[src/rtl/fas_pkg.sv]
// Shared definitions for the fas_core adder/subtractor: mode encoding and
// the majority helper used by the per-bit cell.
package fas_pkg;

  localparam logic MODE_ADD = 1'b1;
  localparam logic MODE_SUB = 1'b0;

  typedef enum logic {
    FAS_SUB = MODE_SUB,
    FAS_ADD = MODE_ADD
  } fas_mode_e;

  function automatic logic maj3(input logic x, input logic y, input logic z);
    return (x & y) | (x & z) | (y & z);
  endfunction

endpackage

[src/rtl/fas_bit.sv]
// One-bit combinational add/subtract cell. In subtract mode the carry chain
// carries a borrow, obtained by inverting the minuend bit into the majority.
module fas_bit
  import fas_pkg::*;
(
  input  logic a,
  input  logic b,
  input  logic cin,
  input  logic a_ns,
  output logic s,
  output logic cout
);

  logic a_eff;

  assign a_eff = (a_ns == MODE_ADD) ? a : ~a;
  assign s     = a ^ b ^ cin;
  assign cout  = maj3(a_eff, b, cin);

endmodule

[src/rtl/fas_core.sv]
// Registered WIDTH-bit ripple adder/subtractor with carry/borrow in and out.
// Define FAS_OVF_EN to add a registered two's-complement overflow flag (ovf).
module fas_core
  import fas_pkg::*;
#(
  parameter int WIDTH = 1
) (
  input  logic             clk,
  input  logic             rst,
  input  logic             in_valid,
  input  logic [WIDTH-1:0] a,
  input  logic [WIDTH-1:0] b,
  input  logic             cin,
  input  logic             a_ns,
  output logic [WIDTH-1:0] s,
  output logic             cout,
  output logic             out_valid
`ifdef FAS_OVF_EN
  ,
  output logic             ovf
`endif
);

  logic [WIDTH:0]   carry;
  logic [WIDTH-1:0] sum_next;
  logic [WIDTH-1:0] s_reg;
  logic             cout_reg;
  logic             out_valid_reg;

  assign carry[0] = cin;

  generate
    for (genvar gi = 0; gi < WIDTH; gi++) begin : g_cell
      fas_bit u_bit (
        .a    (a[gi]),
        .b    (b[gi]),
        .cin  (carry[gi]),
        .a_ns (a_ns),
        .s    (sum_next[gi]),
        .cout (carry[gi+1])
      );
    end
  endgenerate

  // Result registers hold their value while idle; only the valid flag drops.
  always_ff @(posedge clk or posedge rst) begin
    if (rst) begin
      s_reg         <= '0;
      cout_reg      <= 1'b0;
      out_valid_reg <= 1'b0;
    end else begin
      out_valid_reg <= in_valid;
      if (in_valid) begin
        s_reg    <= sum_next;
        cout_reg <= carry[WIDTH];
      end
    end
  end

  assign s         = s_reg;
  assign cout      = cout_reg;
  assign out_valid = out_valid_reg;

`ifdef FAS_OVF_EN
  logic ovf_next;
  logic ovf_reg;

  // Add overflows when like-signed operands give an opposite-signed result;
  // subtract overflows when unlike-signed operands flip the minuend's sign.
  always_comb begin
    ovf_next = 1'b0;
    if (a_ns == MODE_ADD)
      ovf_next = (a[WIDTH-1] == b[WIDTH-1]) && (sum_next[WIDTH-1] != a[WIDTH-1]);
    else
      ovf_next = (a[WIDTH-1] != b[WIDTH-1]) && (sum_next[WIDTH-1] != a[WIDTH-1]);
  end

  always_ff @(posedge clk or posedge rst) begin
    if (rst)
      ovf_reg <= 1'b0;
    else if (in_valid)
      ovf_reg <= ovf_next;
  end

  assign ovf = ovf_reg;
`endif

endmodule

[config.mk]
export PLATFORM = sky130hd
export DESIGN_NAME = fas_core
export DESIGN_NICKNAME = d
export VERILOG_FILES = /design/src/rtl/fas_pkg.sv /design/src/rtl/fas_bit.sv /design/src/rtl/fas_core.sv
export SDC_FILE = /design/constraint.sdc
export NUM_CORES = 1
export LEC_CHECK = 0
export CORE_AREA = 2 2 39 41
export CTS_BUF_LIST = sky130_fd_sc_hd__clkbuf_8 sky130_fd_sc_hd__clkbuf_16
export DETAILED_ROUTE_END_ITERATION = 8
export DIE_AREA = 0 0 41 43
export PLACE_DENSITY = 0.4
export SKIP_CTS_REPAIR_TIMING = 1
export SYNTH_ARGS = -nofsm -noshare
export SYNTH_HDL_FRONTEND = slang
export SYNTH_SLANG_ARGS = --single-unit
[constraint.sdc]
create_clock -name clk -period 0.8 [get_ports clk]
set_clock_uncertainty 0.1 [all_clocks]
set_input_delay 0.16 -clock clk [delete_from_list [all_inputs] [get_ports clk]]
set_output_delay 0.16 -clock clk [all_outputs]
set_load 0.005 [all_outputs]
# Word-level counts from Yosys, hierarchy flattened
# Cells that the tools add are included.
# Widths: inputs -> output; s select.
# totals
output_inout_bits	3
regBits	3
wordCells	12
inputBits	7
# classes
n_mux	1
bitwise_logic	8
# ops
operator	n
$and 1x1->1	3
$or 1x1->1	2
$xor 1x1->1	2
$mux 1	1
$not 1->1	1

# Longest topological paths before layout
# logic_depth
ltp_word	5
mapped_depth	3
depth_no_buf	3

# By module
# Synthesis repeated with hierarchy kept, for this count alone.
# hier_totals
cells_unflattened	10
area_unflattened_um2	138.9
# modules_own_cells
module	instances	seq_area_each_um2	cells_per_inst	area_each_um2
fas_core	1	75.1	6	101.3
fas_bit	1	0.0	4	37.5

# Worst setup path before layout
# OpenSTA, ideal clock, no wires.
# synth_path
path_kind	input -> register
from	in b
to	reg s_reg, in the netlist s
cell_stages	3
t_arrival_ps	636
required_ps	575
n_path_buf	0
setup_slack_ps	-61
path_cell_list	xnor2_1 > xnor2_1 > mux2_4
# synth_via
elab_chain_cells	2
# synth_lines
element	line	source
from (decl)	fas_core.sv:12	input logic [WIDTH-1:0] b,
$xor 1x1->1 (2 in series)	fas_bit.sv:17	assign s = a ^ b ^ cin;
to (signal assigned)	fas_core.sv:54	s_reg <= sum_next;
to (decl)	fas_core.sv:26	logic [WIDTH-1:0] s_reg;
# Every way passes these cells.
# A chain may end at the register's enable or synchronous reset.

==> results.md <==
Status:
- The flow ran to the end, but the final reports show violations.
- The checks that failed: negative setup slack.

GRT:
- The number of global-route vias before repair came to 144.
- Entering global routing, the biggest net connects 4 pins.
- The sum of overflow across all layers after global routing is 0.
- The global-route wire length before repair is 579 um.
- The number of antenna violations at the first check in global routing is 0.
- The overall fraction of global-route tracks in use is 6.030%.

STA:
- Subtracting the final worst setup slack from the clock period gives 0.9748 ns.
- For the pin with the worst max-slew slack, the measured transition is 0.1791 ns.
- The number of pins exceeding their max-slew limit in the final report is 0.
- Dividing the final minimum period by the clock period gives 121.8%.
- Setup repair after global routing could not meet its margin everywhere.
- Adding up every negative setup slack in the final design gives -0.6522 ns.
- The total setup violations reported at the end of the flow is 5.
- Once routing completed, OpenROAD measured the worst setup slack at -0.1748 ns.
- In this run the tightest slew margin relative to its limit is approximately nine tenths.
- The hold violation count in the final report is 0.
- The highest clock frequency the design can meet is about 1 GHz.

Logic synthesis:
- The sequential fraction of the synthesis area is 53.57%.
- The top-area cell type share of the netlist area is approximately 54%.
- The number of nets handed over by synthesis was 19.
- The register bit count reported by yosys is 3.
- Yosys attributes the largest share of cell area to dfrtp_1, xnor2_1, mux2_4.
- The biggest area contributor in the post-synthesis netlist is dfrtp_1.
- The Yosys warning count is 0.
- After synthesis the cells add up to 140.1 um^2.
- In this run the mean area of a mapped cell was 11.68 um^2.
- The cell count after synthesis came out at 12.
- The count of unique library cells instantiated by Yosys is 7.

Worst setup path:
- At the worst endpoint, the required time is ~0.79 ns.
- The critical path goes through buf_4 -> mux2_4.
- The biggest cell delay along the critical path is approximately 0.36 ns.
- The critical path is of the reg2reg type.
- In this run the worst path has a maximum fanout of 2.
- In this run the register-to-register setup slack is -0.17 ns.
- The nature of the critical path endpoint is a flip-flop.
- The cell at the slowest stage of the critical path is dfrtp_1.
- Data arrives at the worst endpoint at slightly below 1 ns.
- The startpoint kind of the worst setup timing path is a flip-flop.

Hold path:
- The type of the worst min-delay path is in2async.

Detailed routing:
- The overall via count from detail_route is roughly 150.
- The starting DRC count in detailed routing is 0.
- The routed wire length per instance is 8.622 um.
- The post-detailed-route count of antenna-violating nets is 0.
- For this run, design rule violations remaining after detail routing come to 0.
- For this run, the detailed router's first-pass iteration total came to 1.
- The total wire length is between 300 and 400 um.
- In the routed layout, each cell is associated on average with a via count of 3.356.

Finish:
- For this run, the post-layout net count is 37.
- Relative to the synthesized area, the layout overhead comes to 146.4%.
- The number of diodes is 0.
- The post-route cell area is 345.3 um^2.
- Of the cells placed in the final design, the portion with a size suffix greater than 1 is 51.72%.
- Cells fill 24.95% of the core in the end.

Clocking:
- Clock-pin slew was measured on the worst setup and hold paths at 0.03 ns.
- The insertion delay to the later sink of the worst-skew pair is 0.21 ns.
- The number of buffers added by the clock tree synthesis step is 3.
- The root buffer cell is clkbuf_8.
- The H-tree depth is 1.
- TritonCTS built the clock tree.
- The clock passes through at most 2 buffers.
- The clock sink total is 3.

Power:
- Registers are responsible for about a quarter of the overall power.
- The fraction of power consumed by combinational cells is 20.2%.
- Summed over all nets, the switching power comes to between 150 and 200 uW.
- The reported leakage power is around 0.00020 uW.
- The total power after layout is between 700 and 800 uW.
- Of the total power, the share spent switching nets is a little over a fifth.
- The internal power of the cells totals 600.4 uW.
- The areal power density over the cells is 2205 mW/mm^2.
- Of the total power, the clock network draws 55.9%.
- The worst IR drop on VDD is 0.0005420 V.

Place:
- The last weighted congestion value of the routability-driven placer is about 0.52.
- Once placement finished, the instance area stood at approximately 280 um^2.
- The pre-CTS setup slack is -0.5865 ns.
- The count of buffers added on input and output ports is 9.

Floorplanning:
- The vertical extent of the die is 43 um.
- Pin placement for this block handled 10 I/O pins.
- The area enclosed by the die boundary is between 0.0015 and 0.002 mm^2.
- The floorplan has 14 rows.
- The area inside the core boundary is 0.001384 mm^2.
- The horizontal extent of the die is around 41 um.
- The initial utilization of the core area, before any placement, comes to approximately a tenth.

Flow run:
- The tool flagged a number of max-cap violations equal to 0.
## metrics by stage
stage | hold slack [ns] | std cells
detailed placement | 0.2347 | 40
global route | 0.02249 | 45
floorplan | -0.1864 | 12
CTS | 0.01263 | 44
global placement | 0.2345 | 40
finish | 0.01515 | 45
## synthesized netlist by cell type
cell / count
a21oi_1: 1
dfrtp_1: 3
inv_1: 2
mux2_4: 1
o21ai_0: 1
o22ai_1: 1
xnor2_1: 3
## cell usage in the layout (no fill, tap or decap)
cell / synthesis / routed
a21oi_2: 0 / 1
buf_2: 0 / 1
buf_4: 0 / 3
buf_6: 0 / 1
clkbuf_2: 0 / 2
clkbuf_8: 0 / 3
clkdlybuf4s50_1: 0 / 1
dfrtp_1: 3 / 3
dlymetal6s2s_1: 0 / 5
inv_1: 2 / 2
inv_2: 0 / 1
mux2_4: 1 / 1
o21ai_1: 0 / 1
o22ai_1: 1 / 1
xnor2_1: 3 / 1
xnor2_2: 0 / 2
## logic make-up (layout without fill, tap and decap cells)
kind of cell | count (synthesis) | count (layout) | synth area share, %
AO/OA/AOI/OAI | 3 | 3 | 11.60
XOR/XNOR | 3 | 3 | 18.75
buffers and inverters | 2 | 19 | 5.359
flip-flops | 3 | 3 | 53.57
multiplexers | 1 | 1 | 10.71
## worst max-delay path: cells and delay by family, from the launching register on
family | cells | cell delay [ns]
DFF | 1 | 0.36
buffers and inverters | 1 | 0.13
muxes | 1 | 0.26
## per-layer routing
| metal | track usage [%] | vias to the layer above | part of all wire, % |
|---|---|---|---|
| met3 | 4.712 | 4 | 17 |
| met5 | 0 | - | 0 |
| met4 | 10.00 | 0 | 5.4 |
| met1 | 5.806 | 63 | 36 |
| met2 | 5.625 | 12 | 41 |
| li1 | - | 72 | - |
## worst paths after layout
| kind | startpoint | to | cells after the start |
|---|---|---|---|
| max in group asynchronous | rst | cout | 2 |
| setup reg to reg | s | s | 2 |
| setup / recovery | s | s | 2 |
| hold reg to reg | s | s | 2 |
| min in group clk | in_valid | out_valid | 2 |
| hold / removal | rst | out_valid | 2 |
## area by class of cell
class	instances	area, um^2
clock buffer	3	41.29
clock inverter	1	3.754
fill	156	1039
inverter	2	7.507
multi-input combinational	7	76.32
sequential	3	75.07
tap	16	20.02
timing repair buffer	13	121.4
## power by group through the flow
stage	Clock [uW]	Sequential, uW	Combinational [uW]
detailed placement	0	183	153
CTS	445	182	153
global placement	0	182	149
floorplan	0	184	47.6
finish	426	182	154
global route	466	184	170
(Power assumes the default switching activity.)
